**config.mk**
```make
export PLATFORM = sky130hd
export DESIGN_NAME = io_timer
export DESIGN_NICKNAME = d
export VERILOG_FILES = /design/src/rtl/io_map_pkg.sv /design/src/rtl/tick_prescaler.sv /design/src/rtl/io_timer.sv
export SDC_FILE = /design/constraint.sdc
export NUM_CORES = 1
export LEC_CHECK = 0
export CAP_MARGIN = 20
export CORE_MARGIN = 4
export CORE_UTILIZATION = 29
export DETAILED_ROUTE_END_ITERATION = 16
export PLACE_DENSITY = 0.45
export RECOVER_POWER = 100
export SLEW_MARGIN = 10
export SYNTH_ARGS = -nofsm -noshare
export SYNTH_HDL_FRONTEND = slang
export SYNTH_SLANG_ARGS = --single-unit
```
**constraint.sdc**
```tcl
create_clock -name clk -period 3.85 [get_ports clk]
set_clock_uncertainty 0.2 [all_clocks]
set_input_delay 0.77 -clock clk [delete_from_list [all_inputs] [get_ports clk]]
set_output_delay 0.77 -clock clk [all_outputs]
set_load 0.02 [all_outputs]
```
**src/rtl/io_map_pkg.sv**
```systemverilog
// Shared CPU memory map: device addresses, timer register offsets and TCTL bit positions.
package io_map_pkg;

  localparam logic [31:0] ADDRHEX  = 32'hFFFFF000;
  localparam logic [31:0] ADDRLEDR = 32'hFFFFF020;
  localparam logic [31:0] ADDRKEY  = 32'hFFFFF080;
  localparam logic [31:0] ADDRSW   = 32'hFFFFF090;
  localparam logic [31:0] ADDRTCNT = 32'hFFFFF100;
  localparam logic [31:0] ADDRTLIM = 32'hFFFFF104;
  localparam logic [31:0] ADDRTCTL = 32'hFFFFF108;

  localparam int unsigned OFFTCNT = 0;
  localparam int unsigned OFFTLIM = 4;
  localparam int unsigned OFFTCTL = 8;

  localparam int unsigned TCTL_READY = 0;
  localparam int unsigned TCTL_OVR   = 2;
  localparam int unsigned TCTL_IE    = 4;

endpackage

```
**src/rtl/tick_prescaler.sv**
```systemverilog
// Clock divider: pulses tick for one cycle every TICKDIV cycles; clr restarts the count.
module tick_prescaler #(
  parameter int unsigned TICKDIV = 50000
) (
  input  logic clk,
  input  logic reset,
  input  logic clr,
  output logic tick
);

  localparam int unsigned CntW = (TICKDIV > 1) ? $clog2(TICKDIV) : 1;
  localparam logic [CntW-1:0] CntMax = CntW'(TICKDIV - 1);

  logic [CntW-1:0] cnt_q, cnt_d;

  assign tick = (cnt_q == CntMax);

  always_comb begin
    cnt_d = cnt_q + CntW'(1);
    if (clr || tick) cnt_d = '0;
  end

  always_ff @(posedge clk or posedge reset) begin
    if (reset) cnt_q <= '0;
    else       cnt_q <= cnt_d;
  end

endmodule

```
**src/rtl/io_timer.sv**
```systemverilog
// Memory-mapped interval timer: TCNT/TLIM/TCTL registers with ready/overrun flags and interrupt.
module io_timer
  import io_map_pkg::*;
#(
  parameter int unsigned     DBITS   = 32,
  parameter logic [DBITS-1:0] BASE   = DBITS'(ADDRTCNT),
  parameter int unsigned     TICKDIV = 50000
) (
  input  logic             clk,
  input  logic             reset,
  input  logic [DBITS-1:0] addr,
  input  logic [DBITS-1:0] wdata,
  input  logic             we,
  output logic             sel,
  output logic [DBITS-1:0] rdata,
  output logic             intr
);

  localparam logic [DBITS-1:0] AddrTcnt = BASE + DBITS'(OFFTCNT);
  localparam logic [DBITS-1:0] AddrTlim = BASE + DBITS'(OFFTLIM);
  localparam logic [DBITS-1:0] AddrTctl = BASE + DBITS'(OFFTCTL);

  logic [DBITS-1:0] tcnt_q, tcnt_d;
  logic [DBITS-1:0] tlim_q, tlim_d;
  logic             ready_q, ready_d;
  logic             ovr_q, ovr_d;
  logic             ie_q, ie_d;

  logic sel_tcnt, sel_tlim, sel_tctl;
  logic wr_tcnt, wr_tlim, wr_tctl;
  logic tick, at_limit, limit_evt;

  // BASE is word aligned, so misaligned addresses never match.
  assign sel_tcnt = (addr == AddrTcnt);
  assign sel_tlim = (addr == AddrTlim);
  assign sel_tctl = (addr == AddrTctl);
  assign sel      = sel_tcnt | sel_tlim | sel_tctl;

  assign wr_tcnt = we & sel_tcnt;
  assign wr_tlim = we & sel_tlim;
  assign wr_tctl = we & sel_tctl;

  tick_prescaler #(
    .TICKDIV(TICKDIV)
  ) u_prescaler (
    .clk  (clk),
    .reset(reset),
    .clr  (wr_tcnt | wr_tlim),
    .tick (tick)
  );

  assign at_limit  = (tlim_q != '0) && (tcnt_q == tlim_q - DBITS'(1));
  assign limit_evt = tick & at_limit & ~wr_tcnt & ~wr_tlim;

  always_comb begin
    tcnt_d  = tcnt_q;
    tlim_d  = tlim_q;
    ready_d = ready_q;
    ovr_d   = ovr_q;
    ie_d    = ie_q;

    if (wr_tcnt) begin
      tcnt_d = wdata;
    end else if (wr_tlim) begin
      tlim_d = wdata;
      tcnt_d = '0;
    end else if (tick) begin
      tcnt_d = at_limit ? '0 : tcnt_q + DBITS'(1);
    end

    if (wr_tctl) begin
      if (!wdata[TCTL_READY]) ready_d = 1'b0;
      if (!wdata[TCTL_OVR])   ovr_d   = 1'b0;
      ie_d = wdata[TCTL_IE];
    end

    // Limit event overrides a same-cycle clear; overrun uses ready before the write.
    if (limit_evt) begin
      ready_d = 1'b1;
      if (ready_q) ovr_d = 1'b1;
    end
  end

  always_ff @(posedge clk or posedge reset) begin
    if (reset) begin
      tcnt_q  <= '0;
      tlim_q  <= '0;
      ready_q <= 1'b0;
      ovr_q   <= 1'b0;
      ie_q    <= 1'b0;
    end else begin
      tcnt_q  <= tcnt_d;
      tlim_q  <= tlim_d;
      ready_q <= ready_d;
      ovr_q   <= ovr_d;
      ie_q    <= ie_d;
    end
  end

  always_comb begin
    rdata = '0;
    if (sel_tcnt) begin
      rdata = tcnt_q;
    end else if (sel_tlim) begin
      rdata = tlim_q;
    end else if (sel_tctl) begin
      rdata[TCTL_READY] = ready_q;
      rdata[TCTL_OVR]   = ovr_q;
      rdata[TCTL_IE]    = ie_q;
    end
  end

  assign intr = ready_q & ie_q;

endmodule

```
After elaboration in Yosys (flattened, before gate mapping). Cells that the tools add are included.

Input port bits: 67. Logic and storage cells: 56. Bits in registers: 83. Output and inout port bits: 34.

$add $sub $neg: 3. Equality and inequality tests: 6. Muxes and demuxes: 22. Bitwise logic cells: 12. Reductions and logical operators: 7.

Operator list (number): $mux W32 (5); $eq A32 B32 Y1 const B (3); $add A32 B1 Y32 const B (1); $eq A32 B32 Y1 (1); $reduce_bool A32 Y1 (1); $sub A32 B1 Y32 const B (1); $mux W27 (1); $add A16 B1 Y16 const B (1); $eq A16 B16 Y1 const B (1); $mux W16 (1); $mux W1 (15); $and A1 B1 Y1 (7); $reduce_and A2 Y1 (2); $or A1 B1 Y1 (3); $reduce_bool A3 Y1 (1); $ne A2 B1 Y1 const B (1); $not A1 Y1 (2); $reduce_bool A2 Y1 (1); $logic_and A1 B1 Y1 (1); $logic_or A1 B1 Y1 (1).

Depth between registers and ports, before layout. Gate-level depths: netlist (run 1).

Word-level depth: 8. Gate-level depth with buffers: 13. Gate-level depth less buffers: 10.

By module. Synthesis (run 1) repeated with hierarchy kept, for this count alone.

Cells, all modules: 723. Area total of the unflattened synthesis: 6213.5 um^2.

By module, submodules not included: io_timer (instances 1, area each 5351.4 um^2, cells each 640, sequential area each 1676.6 um^2); tick_prescaler (instances 1, area each 862.1 um^2, cells each 83, sequential area each 400.4 um^2).

Least setup slack after synthesis (run 1). Ideal clock, no wire load.

Kind: input-to-output. From: input addr[9]. To: output rdata[21]. Stages on the path: 6. Slack: 0.105 ns. Path buffers: 2. Data arrival time: 2.775 ns. Data required time: 2.880 ns. Cells stage by stage: or4b_2 nor4_1 nand3_1 clkbuf_1 clkbuf_1 nor2_1.

Longest elaborated chain between the ends: 3. Elaborated cells on any way between the ends: 4. Those cells by class: 2 x eq/ne; 2 x mux.

Ends and longest elaborated chain: from (decl) (RTL line io_timer.sv:11) `input logic [DBITS-1:0] addr,`; $eq A32 B32 Y1 (RTL line io_timer.sv:35) `assign sel_tlim = (addr == AddrTlim);`; $mux W27 (RTL line io_timer.sv:104) `end else if (sel_tlim) begin`; $mux W32 (*) (RTL line io_timer.sv:102) `if (sel_tcnt) begin`; to (decl) (RTL line io_timer.sv:15) `output logic [DBITS-1:0] rdata,`.

Mark *: on every way between the ends. The rest lies on a longest branch, timed or not.

Worst setup path after layout (run 1).
From: input addr[0]. To: output rdata[28].

The elaborated chain is that of the path after synthesis.

==> impl_metrics.tcl, run 1 <==
set metrics [dict create \
    post_drt_via_cell_ratio 5.34 \
    internal_power_mw 1.46 \
    top_layer "met4" \
    maxSlewViolCount 35 \
    first_pass_iters 5 \
    drtAntennaViolNets 0 \
    ctsHoldBuffers 0 \
    crit_path_end "rdata[28]" \
    worst_pin_slew_ns 1.58 \
    power_mw 1.89 \
    pin_count 101 \
    ys_seq_area_share_pct 33.9 \
    cts_sinks 83 \
    grt_pass1_wl_mm 33.7 \
    cp_data_required_time_ns 2.88 \
    crit_path_max_fanout 8 \
    fmax_mhz 266 \
    wirelength_mm 21.3 \
    drt_iter0_drc 376 \
    worstPathArrival_ns 2.79 \
    synth_warnings 0 \
    power_frac_seq_pct 46.3 \
    fin_crit_ns 3.76 \
    powerDensity_mw_per_mm2 229 \
    globalRouteOverflowTotal 0 \
    place.gp.congestion 0.875 \
    p_leak_nw 3.57 \
    pwr-share-clk_pct 46.8 \
    final_util_pct 40.2 \
    synth_nets 771 \
    dieArea_mm2 0.0235 \
    port_buffers 100 \
    cts_max_path_buffers 2 \
    end_kind "output pin" \
    grt_pass1_vias 5857 \
    drive_gt1_share_pct 24.0 \
    peakVddDrop_uv 204 \
    hold_slack_ns 0.262 \
    syn_area_mm2 0.00613 \
    p_comb_share_pct 6.9 \
    rsz0062_at_grt "false" \
    rrSetupSlack_ns 0.15 \
    drv_cap 1 \
    pre_cts_ws_ns -0.674 \
    gr-usage-all-layers_pct 17.9 \
    layout_common_cells "dfrtp_1 (83), clkdlybuf4s50_1 (63), nand2_1 (47), buf_4 (47), nor2_1 (43)" \
    wl_met1_mm 10.2 \
    violations "capacitance limit, slew limit" \
    slew_headroom_pct -6.07 \
    wl_met2_mm 9.86 \
    sw_frac_of_total_pct 22.4 \
    synth_ff_type "dfrtp_1" \
    ys_ff_latch 83 \
    timing.rr.end "tcnt_q[2]" \
    cts_buffers 9 \
    final_common_cell "dfrtp_1" \
    fp.dieW_um 153 \
    critPathLaunch "addr[0]" \
    initial_core_util_pct 29.9 \
    antenna_found_initial 0 \
    synthCells 701 \
    synthArstFlopShare_pct 100 \
    r2r_start "tlim_q[1]" \
    cts.clk_slew.worst_paths_ns 0.06 \
    r2r_cells 11 \
    status "finished with violations" \
    fin_crit_sh_pct 97.8 \
    core_mm2 0.0205 \
    vias 5824 \
    n_antenna_cell 0 \
    crit_path_start_kind "primary input" \
    syn_avg_cell_area_um2 8.74 \
    setup_viol 0 \
    grt_max_degree 51 \
    die_y_um 153 \
    yosysUniqueCellTypes 63 \
    fin_ws_ns 0.0851 \
    area_growth_pct 34.4 \
    cts-root-buf "clkbuf_16" \
    wl_per_cell_um 19.6 \
    hold_path_class "flop to flop" \
    clk_latency_ns 0.36 \
    dp_hpwl_mm 15.8 \
    p_sw_mw 0.423 \
    drc_errors 0 \
    tritoncts "yes" \
    routed-wl-met3_um 886 \
    num_rows 52 \
    cts_max_level 3 \
    path_class "primary input to output pin" \
    synth_edf_count 0 \
    hold_viol 0 \
    nets 887 \
]
Yosys cell counts, types with 3 or more instances:
cell	n	share of area (%)
dfrtp_1	83	34
nor2_1	73	4.5
nand2_1	47	2.9
nand3_1	39	3.2
clkbuf_1	38	2.3
mux2_2	35	6.4
mux2i_1	35	5.7
xnor2_1	34	4.9
a21oi_1	27	2.2
xor2_1	25	3.6
and3_1	19	1.9
nand4_1	18	1.8
or3_1	18	1.8
a221o_1	17	2.8
nor4_1	17	1.7
nor3_1	14	1.1
o21ai_0	13	1.1
inv_1	11	0.67
and2_1	9	0.92
o21ai_1	8	0.65
a22oi_1	7	0.86
buf_1	7	0.43
nand2b_1	7	0.71
or4_1	7	0.86
and4_1	6	0.86
or2_2	6	0.61
a211oi_1	5	0.61
buf_2	5	0.41
nor4bb_1	5	0.82
nand4b_1	4	0.57
nor2b_1	4	0.41
nor4b_1	4	0.57
a2111oi_0	3	0.43
buf_6	3	0.55
ha_1	3	0.61
nand3b_1	3	0.37
nor3b_1	3	0.37
or4b_2	3	0.49
critical path: stages:
cell and delay [ns]:
clkdlybuf4s50_1 0.41, or4_4 0.54, nor4_4 0.29, buf_4 0.17, nand3_4 0.13, buf_6 0.22
nor2_4 0.10, buf_2 0.16
layer usage:
layer | track usage (%) | vias to the layer above
met3 | 4.13 | 22
met1 | 24.5 | 2854
li1 | - | 2798
met4 | 5.05 | 0
met2 | 28.4 | 150
met5 | 0 | -
cells by family after synthesis:
group,Yosys count,share of synthesized area [%]
mux,70,12.1
xor+xnor,59,8.43
flops,83,33.9
compound gates,104,12.1
buf+inv,67,4.72
fa+ha+maj,3,0.613
simple gates,315,28.1
per-stage QoR:
stage / setup TNS (ns) / area, um^2 / instances
finish: 0 / 8240 / 1091
global route: 0 / 8240 / 1091
CTS: 0 / 7940 / 1090
detailed placement: -24.98 / 7720 / 1074
global placement: -25.94 / 7720 / 1074
floorplan: 0 / 6130 / 701
sequential cells by signal (all words and copies together) (netlist names):
register / count
ready_q: 1
ovr_q: 1
u_prescaler.cnt_q: 16
tcnt_q: 32
tlim_q: 32
ie_q: 1
final cells by class:
| class | instances | area [um^2] |
|---|---|---|
| repair buffers | 161 | 1480 |
| inverters | 11 | 42.5 |
| well taps | 270 | 338 |
| fillers | 2097 | 12300 |
| clock inverters | 4 | 51.3 |
| clock buffers | 11 | 243 |
| flip-flops and latches | 83 | 2080 |
| multi-input cells | 551 | 4010 |
power by group through the flow:
| stage | clock network (mW) | logic, mW | registers [mW] |
|---|---|---|---|
| 3_3_place_gp | 0 | 0.130 | 0.888 |
| 6_report | 0.883 | 0.131 | 0.872 |
| 4_1_cts | 0.909 | 0.134 | 0.872 |
| 2_1_floorplan | 0 | 0.0365 | 0.888 |
| 3_5_place_dp | 0 | 0.132 | 0.888 |
| 5_1_grt | 0.939 | 0.142 | 0.872 |
how the worst min path moves through the flow:
stage | startpoint | endpoint | slack [ns] | depth (start not counted)
final | u_prescaler.cnt_q[0] | u_prescaler.cnt_q[0] | 0.26 | 1
after global routing | u_prescaler.cnt_q[0] | u_prescaler.cnt_q[0] | 0.34 | 1
after CTS | u_prescaler.cnt_q[0] | u_prescaler.cnt_q[0] | 0.27 | 1
after detailed placement | u_prescaler.cnt_q[0] | u_prescaler.cnt_q[0] | 0.26 | 1
after global placement | u_prescaler.cnt_q[0] | u_prescaler.cnt_q[0] | 0.24 | 1
after floorplan | u_prescaler.cnt_q[0] | u_prescaler.cnt_q[0] | 0.23 | 1
what timing repair did:
| item | CTS | global route |
|---|---|---|
| setup endpoints to repair | 33 | 60 |
| gates resized for setup | 134 | 133 |
| buffers inserted | 0 | 0 |
| cloned | 1 | 1 |
| pin swaps | 2 | 17 |
Power figures use the tool's default switching activity.
==> run 2: changes to the inputs <==
--- a/config.mk
+++ b/config.mk
@@ -9,6 +9,7 @@
 export CORE_MARGIN = 4
 export CORE_UTILIZATION = 29
 export DETAILED_ROUTE_END_ITERATION = 16
+export HOLD_SLACK_MARGIN = 0.1
 export PLACE_DENSITY = 0.45
 export RECOVER_POWER = 100
 export SLEW_MARGIN = 10
==> results of run 2 <==
No change in the layout: final DEF, timing and power equal those of run 1.
==> run 3: changes to the inputs <==
--- a/config.mk
+++ b/config.mk
@@ -6,6 +6,7 @@
 export NUM_CORES = 1
 export LEC_CHECK = 0
 export CAP_MARGIN = 20
+export CORE_ASPECT_RATIO = 1.4
 export CORE_MARGIN = 4
 export CORE_UTILIZATION = 29
 export DETAILED_ROUTE_END_ITERATION = 16
==> impl_metrics.tcl, run 3 (synthesis results as in run 1) <==
set metrics [dict create \
    cp_data_required_time_ns 2.88 \
    n_fill_cell 2072 \
    hold_viol 0 \
    min-delay-start "u_prescaler.cnt_q[0]" \
    p_leak_nw 3.56 \
    cts.clk_slew.worst_paths_ns 0.06 \
    dp_hpwl_mm 16.5 \
    p_sw_mw 0.450 \
    post_dp_cell_area_mm2 0.00770 \
    internal_power_mw 1.46 \
    first_pass_iters 4 \
    nets 887 \
    die_y_um 180 \
    maxSlewViolCount 37 \
    powerDensity_mw_per_mm2 237 \
    tritoncts "yes" \
    area_growth_pct 31.2 \
    drc_errors 0 \
    crit_path_max_fanout 6 \
    core_mm2 0.0206 \
    grt_pass1_wl_mm 35.0 \
    vias 5863 \
    final_common_cell "dfrtp_1" \
    final_util_pct 39.0 \
    wirelength_mm 22.3 \
    crit_path_start_kind "primary input" \
    dieArea_mm2 0.0236 \
    r2r_start "tlim_q[9]" \
    worst_pin_slew_ns 1.71 \
    rsz0062_at_grt "false" \
    power_mw 1.91 \
    n_antenna_cell 0 \
    fp.dieW_um 131 \
    drtAntennaViolNets 0 \
    drive_gt1_share_pct 21.2 \
    sw_frac_of_total_pct 23.6 \
    design_area_mm2 0.00804 \
    worstPathArrival_ns 2.81 \
    peakVddDrop_uv 183 \
    fin_crit_ns 3.78 \
    setup_viol 0 \
    drt_iter0_drc 195 \
    fin_crit_sh_pct 98.2 \
    top_regs "tcnt_q x32, tlim_q x32, u_prescaler.cnt_q x16" \
    antenna_found_initial 0 \
    gr-usage-all-layers_pct 19.3 \
    port_buffers 100 \
    cts_max_path_buffers 2 \
    drv_cap 1 \
    fmax_mhz 264 \
    status "finished with violations" \
    cts_max_level 3 \
    path_class "primary input to output pin" \
    initial_core_util_pct 29.7 \
    critPathLaunch "addr[9]" \
    cts_sinks 83 \
    grt_pass1_vias 6213 \
    clk_latency_ns 0.36 \
    hold_slack_ns 0.280 \
    dpl.cell_count 1059 \
    end_kind "output pin" \
    cts_buffers 9 \
    cts-root-buf "clkbuf_16" \
    wl_per_cell_um 20.7 \
    hold_path_class "flop to flop" \
    post_drt_via_cell_ratio 5.44 \
    pwr-share-clk_pct 47.4 \
    grt_max_degree 49 \
    fin_cells 1078 \
    num_rows 62 \
    slew_headroom_pct -14.6 \
    power_frac_seq_pct 45.7 \
    pin_count 101 \
    place.gp.congestion 0.845 \
    p_comb_share_pct 6.8 \
    globalRouteOverflowTotal 0 \
    violations "capacitance limit, slew limit" \
    layout_common_cells "dfrtp_1 (83), nor2_1 (68), clkdlybuf4s50_1 (64)" \
]
run 3: cell count changes in the layout (fill, tap and decap cells not counted), sizes merged, moves of 3 or more:
cell / before / now
buf: 79 / 63
inv: 10 / 13
dlygate4sd2: 0 / 3
clkdlybuf4s15: 0 / 11
run 3: per-stage QoR:
| stage | TNS [ns] | setup WS [ns] |
|---|---|---|
| after floorplan | 0 | 0.105 |
| final | 0 | 0.0675 |
| after detailed placement | -19.07 | -0.638 |
| after global routing | 0 | 0.00361 |
| after CTS | -0.0705 | -0.0142 |
| after global placement | -18.50 | -0.600 |
run 3: layout make-up:
class,instances,area [um^2],share of cell area (%)
inverters,11,42.5,0.529
clock buffers,10,229,2.85
multi-input cells,551,3840,47.7
flip-flops and latches,83,2080,25.8
repair buffers,161,1460,18.2
clock inverters,6,72.6,0.902
well taps,256,320,3.98
run 3: final timing paths:
path | depth (start not counted) | slack, ns | endpoint
max in group asynchronous | 3 | 0.59 | tcnt_q[25]
min in group asynchronous | 2 | 1.08 | tlim_q[9]
hold reg to reg | 1 | 0.28 | u_prescaler.cnt_q[0]
hold / removal | 1 | 0.28 | u_prescaler.cnt_q[0]
setup reg to reg | 10 | 0.20 | tcnt_q[6]
setup / recovery | 8 | 0.07 | rdata[29]
run 3: power by group through the flow:
stage | Sequential (mW) | Combinational [mW] | Clock (mW)
CTS | 0.871 | 0.135 | 0.936
global placement | 0.888 | 0.131 | 0
global route | 0.871 | 0.141 | 0.962
finish | 0.872 | 0.131 | 0.905
detailed placement | 0.888 | 0.132 | 0
floorplan | 0.888 | 0.0365 | 0
run 3: critical path, stage by stage:
cell and delay (ns):
clkdlybuf4s50_1 0.44, or4b_4 0.56, nor4_4 0.16, buf_4 0.17, nand3_4 0.11, bufbuf_16 0.30, nor2_2 0.12, buf_2 0.17
run 3: layer usage:
layer / part of all wire [%] / wire [um] / up-vias / GRT usage [%]
met5: 0 / 0 / - / 0
met4: 3.5 / 779 / 0 / 7.86
met3: 2.9 / 644 / 33 / 3.03
met2: 53 / 11900 / 107 / 34.0
met1: 40 / 8980 / 2919 / 22.8
li1: - / - / 2804 / -
run 3: timing repair:
action                     in CTS  in global routing
setup endpoints to repair      33                 50
gates resized for setup       142                  6
hold buffers                    0                  0
buffers inserted                1                  0
pin swaps                       3                  3
gates cloned                    2                  0
